**config.mk**
```make
export PLATFORM = sky130hd
export DESIGN_NAME = multicycle_controller
export DESIGN_NICKNAME = d
export VERILOG_FILES = /design/src/rtl/mc_pkg.sv /design/src/rtl/mc_alu_decoder.sv /design/src/rtl/multicycle_controller.sv
export SDC_FILE = /design/constraint.sdc
export NUM_CORES = 1
export LEC_CHECK = 0
export BUFFER_PORTS_ARGS = -buffer_cell sky130_fd_sc_hd__buf_2
export CAP_MARGIN = 20
export CORE_ASPECT_RATIO = 1.1
export CORE_MARGIN = 5
export CORE_UTILIZATION = 42
export CTS_BUF_LIST = sky130_fd_sc_hd__clkbuf_8
export CTS_CLUSTER_SIZE = 16
export DETAILED_ROUTE_END_ITERATION = 8
export PLACE_DENSITY = 0.95
export SLEW_MARGIN = 10
export SYNTH_ARGS = -nofsm -noshare
export SYNTH_HDL_FRONTEND = slang
export SYNTH_SLANG_ARGS = --single-unit
```
**constraint.sdc**
```tcl
create_clock -name clk -period 5.95 [get_ports clk]
set_clock_uncertainty 0.2 [all_clocks]
set_input_delay 1.19 -clock clk [delete_from_list [all_inputs] [get_ports clk]]
set_output_delay 1.19 -clock clk [all_outputs]
set_load 0.1 [all_outputs]
```
**src/rtl/mc_pkg.sv**
```systemverilog
// ============================================================================
// mc_pkg : shared encodings for the multicycle RV32I control FSM
// Rev 1.0 : initial release
// ============================================================================
`default_nettype none

package mc_pkg;

  localparam logic [3:0] S_FETCH    = 4'd0;
  localparam logic [3:0] S_DECODE   = 4'd1;
  localparam logic [3:0] S_MEMADR   = 4'd2;
  localparam logic [3:0] S_MEMREAD  = 4'd3;
  localparam logic [3:0] S_MEMWB    = 4'd4;
  localparam logic [3:0] S_MEMWRITE = 4'd5;
  localparam logic [3:0] S_EXECR    = 4'd6;
  localparam logic [3:0] S_ALUWB    = 4'd7;
  localparam logic [3:0] S_EXECI    = 4'd8;
  localparam logic [3:0] S_JAL      = 4'd9;
  localparam logic [3:0] S_BEQ      = 4'd10;
  localparam logic [3:0] S_TRAP     = 4'd11;

  localparam logic [6:0] OP_LOAD   = 7'b0000011;
  localparam logic [6:0] OP_STORE  = 7'b0100011;
  localparam logic [6:0] OP_RTYPE  = 7'b0110011;
  localparam logic [6:0] OP_ITYPE  = 7'b0010011;
  localparam logic [6:0] OP_JAL    = 7'b1101111;
  localparam logic [6:0] OP_BRANCH = 7'b1100011;

  localparam logic [1:0] ALUOP_ADD   = 2'b00;
  localparam logic [1:0] ALUOP_SUB   = 2'b01;
  localparam logic [1:0] ALUOP_FUNCT = 2'b10;

  localparam logic [2:0] ALU_ADD = 3'b000;
  localparam logic [2:0] ALU_SUB = 3'b001;
  localparam logic [2:0] ALU_AND = 3'b010;
  localparam logic [2:0] ALU_OR  = 3'b011;
  localparam logic [2:0] ALU_SLT = 3'b101;

  localparam logic [1:0] RES_ALUOUT    = 2'b00;
  localparam logic [1:0] RES_DATA      = 2'b01;
  localparam logic [1:0] RES_ALURESULT = 2'b10;

  localparam logic [1:0] SRCA_PC    = 2'b00;
  localparam logic [1:0] SRCA_OLDPC = 2'b01;
  localparam logic [1:0] SRCA_RS1   = 2'b10;

  localparam logic [1:0] SRCB_RS2  = 2'b00;
  localparam logic [1:0] SRCB_IMM  = 2'b01;
  localparam logic [1:0] SRCB_FOUR = 2'b10;

  localparam logic [1:0] IMM_I = 2'b00;
  localparam logic [1:0] IMM_S = 2'b01;
  localparam logic [1:0] IMM_B = 2'b10;
  localparam logic [1:0] IMM_J = 2'b11;

  // Immediate format depends only on the opcode, never on FSM state.
  function automatic logic [1:0] imm_sel(input logic [6:0] op);
    case (op)
      OP_STORE:  imm_sel = IMM_S;
      OP_BRANCH: imm_sel = IMM_B;
      OP_JAL:    imm_sel = IMM_J;
      default:   imm_sel = IMM_I;
    endcase
  endfunction

endpackage

`default_nettype wire

```
**src/rtl/mc_alu_decoder.sv**
```systemverilog
// ============================================================================
// mc_alu_decoder : combinational aluop + funct fields -> alucontrol
// Rev 1.0 : initial release
// ============================================================================
`default_nettype none

module mc_alu_decoder
  import mc_pkg::*;
(
  input  logic [1:0] aluop,
  input  logic [2:0] funct3,
  input  logic       funct7b5,
  input  logic       op5,
  output logic [2:0] alucontrol
);

  // funct7b5 only selects sub for R-type; I-type addi with imm[10] set stays add.
  always_comb begin
    alucontrol = ALU_ADD;
    case (aluop)
      ALUOP_SUB: alucontrol = ALU_SUB;
      ALUOP_FUNCT: begin
        casez ({funct3, funct7b5 & op5})
          4'b0001: alucontrol = ALU_SUB;
          4'b010?: alucontrol = ALU_SLT;
          4'b110?: alucontrol = ALU_OR;
          4'b111?: alucontrol = ALU_AND;
          default: alucontrol = ALU_ADD;
        endcase
      end
      default: alucontrol = ALU_ADD;
    endcase
  end

endmodule

`default_nettype wire

```
**src/rtl/multicycle_controller.sv**
```systemverilog
// ============================================================================
// multicycle_controller : Fetch/Decode/Execute/Memory/Writeback control FSM
// Optional build macro MC_BNE_EN adds bne and traps other branch funct3 codes.
// Rev 1.0 : initial release
// ============================================================================
`default_nettype none

module multicycle_controller
  import mc_pkg::*;
(
  input  logic        clk,
  input  logic        reset,
  input  logic [31:0] instr,
  input  logic        zero,
  input  logic        memready,
  output logic        pcwrite,
  output logic        adrsrc,
  output logic        memwrite,
  output logic        irwrite,
  output logic        regwrite,
  output logic [1:0]  resultsrc,
  output logic [1:0]  alusrca,
  output logic [1:0]  alusrcb,
  output logic [1:0]  immsrc,
  output logic [2:0]  alucontrol,
  output logic        illegal,
  output logic [3:0]  state
);

  logic [6:0] op;
  logic [2:0] funct3;
  logic [3:0] state_q, state_d;
  logic       illegal_q, illegal_d;
  logic [1:0] aluop;
  logic       branch_taken;
  logic       unused_instr_bits;

  assign op     = instr[6:0];
  assign funct3 = instr[14:12];
  assign unused_instr_bits = ^{instr[31], instr[29:15], instr[11:7]};

`ifdef MC_BNE_EN
  assign branch_taken = (funct3 == 3'b001) ? ~zero : zero;
`else
  assign branch_taken = zero;
`endif

  always_comb begin
    state_d = state_q;
    case (state_q)
      S_FETCH:    if (memready) state_d = S_DECODE;
      S_DECODE: begin
        case (op)
          OP_LOAD, OP_STORE: state_d = S_MEMADR;
          OP_RTYPE:          state_d = S_EXECR;
          OP_ITYPE:          state_d = S_EXECI;
          OP_JAL:            state_d = S_JAL;
`ifdef MC_BNE_EN
          OP_BRANCH:         state_d = (funct3[2:1] == 2'b00) ? S_BEQ : S_TRAP;
`else
          OP_BRANCH:         state_d = S_BEQ;
`endif
          default:           state_d = S_TRAP;
        endcase
      end
      S_MEMADR:   state_d = op[5] ? S_MEMWRITE : S_MEMREAD;
      S_MEMREAD:  if (memready) state_d = S_MEMWB;
      S_MEMWB:    state_d = S_FETCH;
      S_MEMWRITE: if (memready) state_d = S_FETCH;
      S_EXECR:    state_d = S_ALUWB;
      S_EXECI:    state_d = S_ALUWB;
      S_ALUWB:    state_d = S_FETCH;
      S_JAL:      state_d = S_ALUWB;
      S_BEQ:      state_d = S_FETCH;
      S_TRAP:     state_d = S_TRAP;
      default:    state_d = S_TRAP;
    endcase
  end

  assign illegal_d = illegal_q | (state_d == S_TRAP);

  always_ff @(posedge clk) begin
    if (reset) begin
      state_q   <= S_FETCH;
      illegal_q <= 1'b0;
    end else begin
      state_q   <= state_d;
      illegal_q <= illegal_d;
    end
  end

  always_comb begin
    pcwrite   = 1'b0;
    adrsrc    = 1'b0;
    memwrite  = 1'b0;
    irwrite   = 1'b0;
    regwrite  = 1'b0;
    resultsrc = RES_ALUOUT;
    alusrca   = SRCA_PC;
    alusrcb   = SRCB_RS2;
    aluop     = ALUOP_ADD;
    case (state_q)
      S_FETCH: begin
        alusrcb   = SRCB_FOUR;
        resultsrc = RES_ALURESULT;
        irwrite   = memready;
        pcwrite   = memready;
      end
      S_DECODE: begin
        alusrca = SRCA_OLDPC;
        alusrcb = SRCB_IMM;
      end
      S_MEMADR: begin
        alusrca = SRCA_RS1;
        alusrcb = SRCB_IMM;
      end
      S_MEMREAD: adrsrc = 1'b1;
      S_MEMWB: begin
        resultsrc = RES_DATA;
        regwrite  = 1'b1;
      end
      S_MEMWRITE: begin
        adrsrc   = 1'b1;
        memwrite = 1'b1;
      end
      S_EXECR: begin
        alusrca = SRCA_RS1;
        aluop   = ALUOP_FUNCT;
      end
      S_EXECI: begin
        alusrca = SRCA_RS1;
        alusrcb = SRCB_IMM;
        aluop   = ALUOP_FUNCT;
      end
      S_ALUWB: regwrite = 1'b1;
      S_JAL: begin
        alusrca = SRCA_OLDPC;
        alusrcb = SRCB_FOUR;
        pcwrite = 1'b1;
      end
      S_BEQ: begin
        alusrca = SRCA_RS1;
        aluop   = ALUOP_SUB;
        pcwrite = branch_taken;
      end
      default: ;
    endcase
    // A reset cycle must never commit architectural state.
    if (reset) begin
      pcwrite  = 1'b0;
      irwrite  = 1'b0;
      memwrite = 1'b0;
      regwrite = 1'b0;
    end
  end

  mc_alu_decoder u_alu_decoder (
    .aluop      (aluop),
    .funct3     (funct3),
    .funct7b5   (instr[30]),
    .op5        (op[5]),
    .alucontrol (alucontrol)
  );

  assign immsrc  = imm_sel(op);
  assign illegal = illegal_q;
  assign state   = state_q;

endmodule

`default_nettype wire
```
==> impl_metrics.py <==
metrics = {
    "route": {
        "met3_length_um": 204,
        "wl_um": 1887,
        "wl_per_cell_um": 12.92,
        "wl_met2_um": 945,
        "drtPass1Iterations": 4,
        "remaining_drc_errors": 0,
        "highest_layer": "met3",
        "vias": 824,
        "drtIter0Drc": 22,
        "detail-route-antenna-nets": 0,
        "wl_met1_um": 738,
        "vias_per_cell": 5.644,
    },
    "grt": {
        "grt_pass1_vias": 766,
        "grt_pass1_wl_um": 3125,
        "grtUsageTotal_pct": 17.18,
        "gr-total-overflow": 0,
        "grt_max_degree": 20,
        "antenna_found_initial": 0,
    },
    "clock_tree": {
        "ctsHoldBuffers": 0,
        "cts_resized": 0,
        "path_clk_slew_ps": 30,
        "post_cts_buffers": 0,
        "cts_buffer_depth": 2,
        "cts_buffers": 3,
        "clk_latency_ps": 220,
        "cts_tree": "yes",
        "clock-sinks": 5,
        "root_buffer": "clkbuf_8",
        "h-tree-depth": 1,
    },
    "timing": {
        "min_period_over_period_pct": 63.63,
        "fin_setup_tns_ps": 0,
        "hold_viol_final": 0,
        "max_freq_mhz": 264.1,
        "worst_pin_slew_ps": 598.7,
        "period_minus_slack_ps": 3786,
        "setup_violations": 0,
        "maxSlewViolCount": 0,
        "relSlewSlack_pct": 60.03,
        "rsz0062_at_grt": "false",
    },
    "critical_path": {
        "path_class": "flop to primary output",
        "crit_required_ps": 4560,
        "cp.arrival_ps": 2400,
        "crit_start": "state[3]",
        "endpoint": "alucontrol[2]",
        "crit_fanout": 19,
        "cp-end-kind": "primary output",
        "reg2reg_slack_ps": 3930,
        "timing.rr.start": "state[1]",
        "reg2regPathDepth": 5,
        "r2r_end": "illegal",
        "critPathLaunchType": "flop",
    },
    "yosys": {
        "seq_area_frac_synth_pct": 15.30,
        "synth_area_per_cell_um2": 6.888,
        "syn_nets": 133,
        "postSynthCellCount": 95,
        "ys_warn_count": 0,
        "synth-seq-cells": 5,
        "syn_area_um2": 654.4,
        "yosysUniqueCellTypes": 38,
    },
    "floorplan": {
        "die_h_um": 51.40,
        "dieArea_um2": 2448,
        "core_area_um2": 1520,
        "ioPinCount": 57,
        "die_w_um": 47.64,
        "rows": 15,
        "initial_core_util_pct": 43.05,
    },
    "cells_and_area": {
        "area_growth_pct": 34.42,
        "drive_gt1_share_pct": 34.88,
        "num-fill-cells": 143,
        "nets": 168,
        "diodes": 0,
    },
    "flow_run": {
        "drv_cap": 0,
    },
    "place": {
        "place.port_buffers": 35,
        "gp_congestion": 0.8565,
        "dp_hpwl_um": 1542,
    },
    "run_status": {
        "status": "finished, final reports clean",
    },
    "hold_path": {
        "hp-class": "flop to flop",
    },
}
==> cell usage after synthesis <==
master,number,area (µm²)
or4b_4,1,13.76
a21oi_1,7,35.03
o32ai_2,1,16.27
nand2_1,9,33.78
o211ai_1,1,7.510
a31oi_1,2,12.51
nor2b_1,3,18.77
and3_1,3,18.77
clkbuf_1,2,7.510
inv_1,6,22.52
o22ai_1,1,6.260
a2111oi_2,1,15.01
buf_2,2,10.01
o221ai_1,1,8.760
nand3b_1,1,7.510
nand2b_1,8,50.05
a211oi_1,1,7.510
nor2_1,9,33.78
buf_6,1,11.26
or2_2,1,6.260
nor3b_1,1,7.510
o21ba_2,1,10.01
a311oi_1,1,8.760
nor3_1,8,40.04
o21a_1,1,7.510
a32o_1,1,10.01
nor4_1,2,12.51
and2_1,1,6.260
nand4bb_1,1,11.26
dfxtp_1,5,100.1
ha_1,2,25.02
a21o_1,1,7.510
a221oi_1,1,8.760
a211o_1,1,8.760
nand4_1,1,6.260
o21ai_0,3,15.01
nor4b_1,1,8.760
xnor2_1,2,17.52
==> cells by family (layout without fill, tap and decap cells) <==
group	count (synthesis)	in the layout	synth area share [%]
AND/OR/NAND/NOR	50	50	42.07
adder cells (fa/ha/maj)	2	2	3.823
buffers and inverters	11	45	7.840
XOR/XNOR	2	2	2.677
flip-flops	5	5	15.30
AO/OA/AOI/OAI	25	25	28.30
==> flip-flops by register name, summed over array words and instances (netlist names) <==
signal   flops
illegal      1
state        4
==> area by class of cell <==
cell class / count / area [µm²] / share of cell area [%]
clock buffer: 3 / 41.29 / 4.694
clock inverter: 1 / 3.754 / 0.4267
sequential: 5 / 100.1 / 11.38
timing repair buffer: 35 / 175.2 / 19.91
multi-input combinational: 79 / 515.5 / 58.61
inverter: 6 / 22.52 / 2.560
tap: 17 / 21.27 / 2.418
==> worst max-delay path: stages, from the launching register on <==
cell and delay (ps):
dfxtp_1 690, nand2_1 180, a21oi_1 230, inv_1 70, ha_1 300, nor4_2 250
buf_2 460
==> stage by stage <==
stage	util (%)	instances	setup slack (ps)	hold WS (ps)	cell area [µm²]
6_report	57.86	146	2164	256.3	879.6
5_1_grt	57.86	146	1938	287.5	879.6
4_1_cts	57.86	146	2155	259.5	879.6
3_5_place_dp	54.90	142	2340	251.9	834.6
3_3_place_gp	54.90	142	2356	250.2	834.6
2_1_floorplan	-	95	185.5	828.5	666.9
==> per-layer routing <==
layer	GRT usage, %	vias up
li1	-	418
met5	0	-
met3	6.338	0
met1	18.66	368
met2	30.80	38
met4	3.139	0
==> how the worst min path moves through the flow <==
stage,to,slack (ps),cells after the start,start
finish,illegal,260,1,illegal
global route,illegal,290,1,illegal
CTS,illegal,260,1,illegal
detailed placement,illegal,250,1,illegal
global placement,illegal,250,1,illegal
floorplan,illegal,830,1,illegal
==> cells in the final DEF, fill, tap and decap left out, drive strengths merged, types with 2 or more instances in the layout <==
cell,n
a21oi,7
a31oi,2
and3,3
buf,35
clkbuf,3
dfxtp,5
ha,2
inv,7
nand2,9
nand2b,8
nor2,9
nor2b,3
nor3,8
nor4,2
o21ai,3
xnor2,2
Power is left out: the tool's default activity adds up to more than one toggle a clock period on the data nets, which glitch-free logic cannot reach.
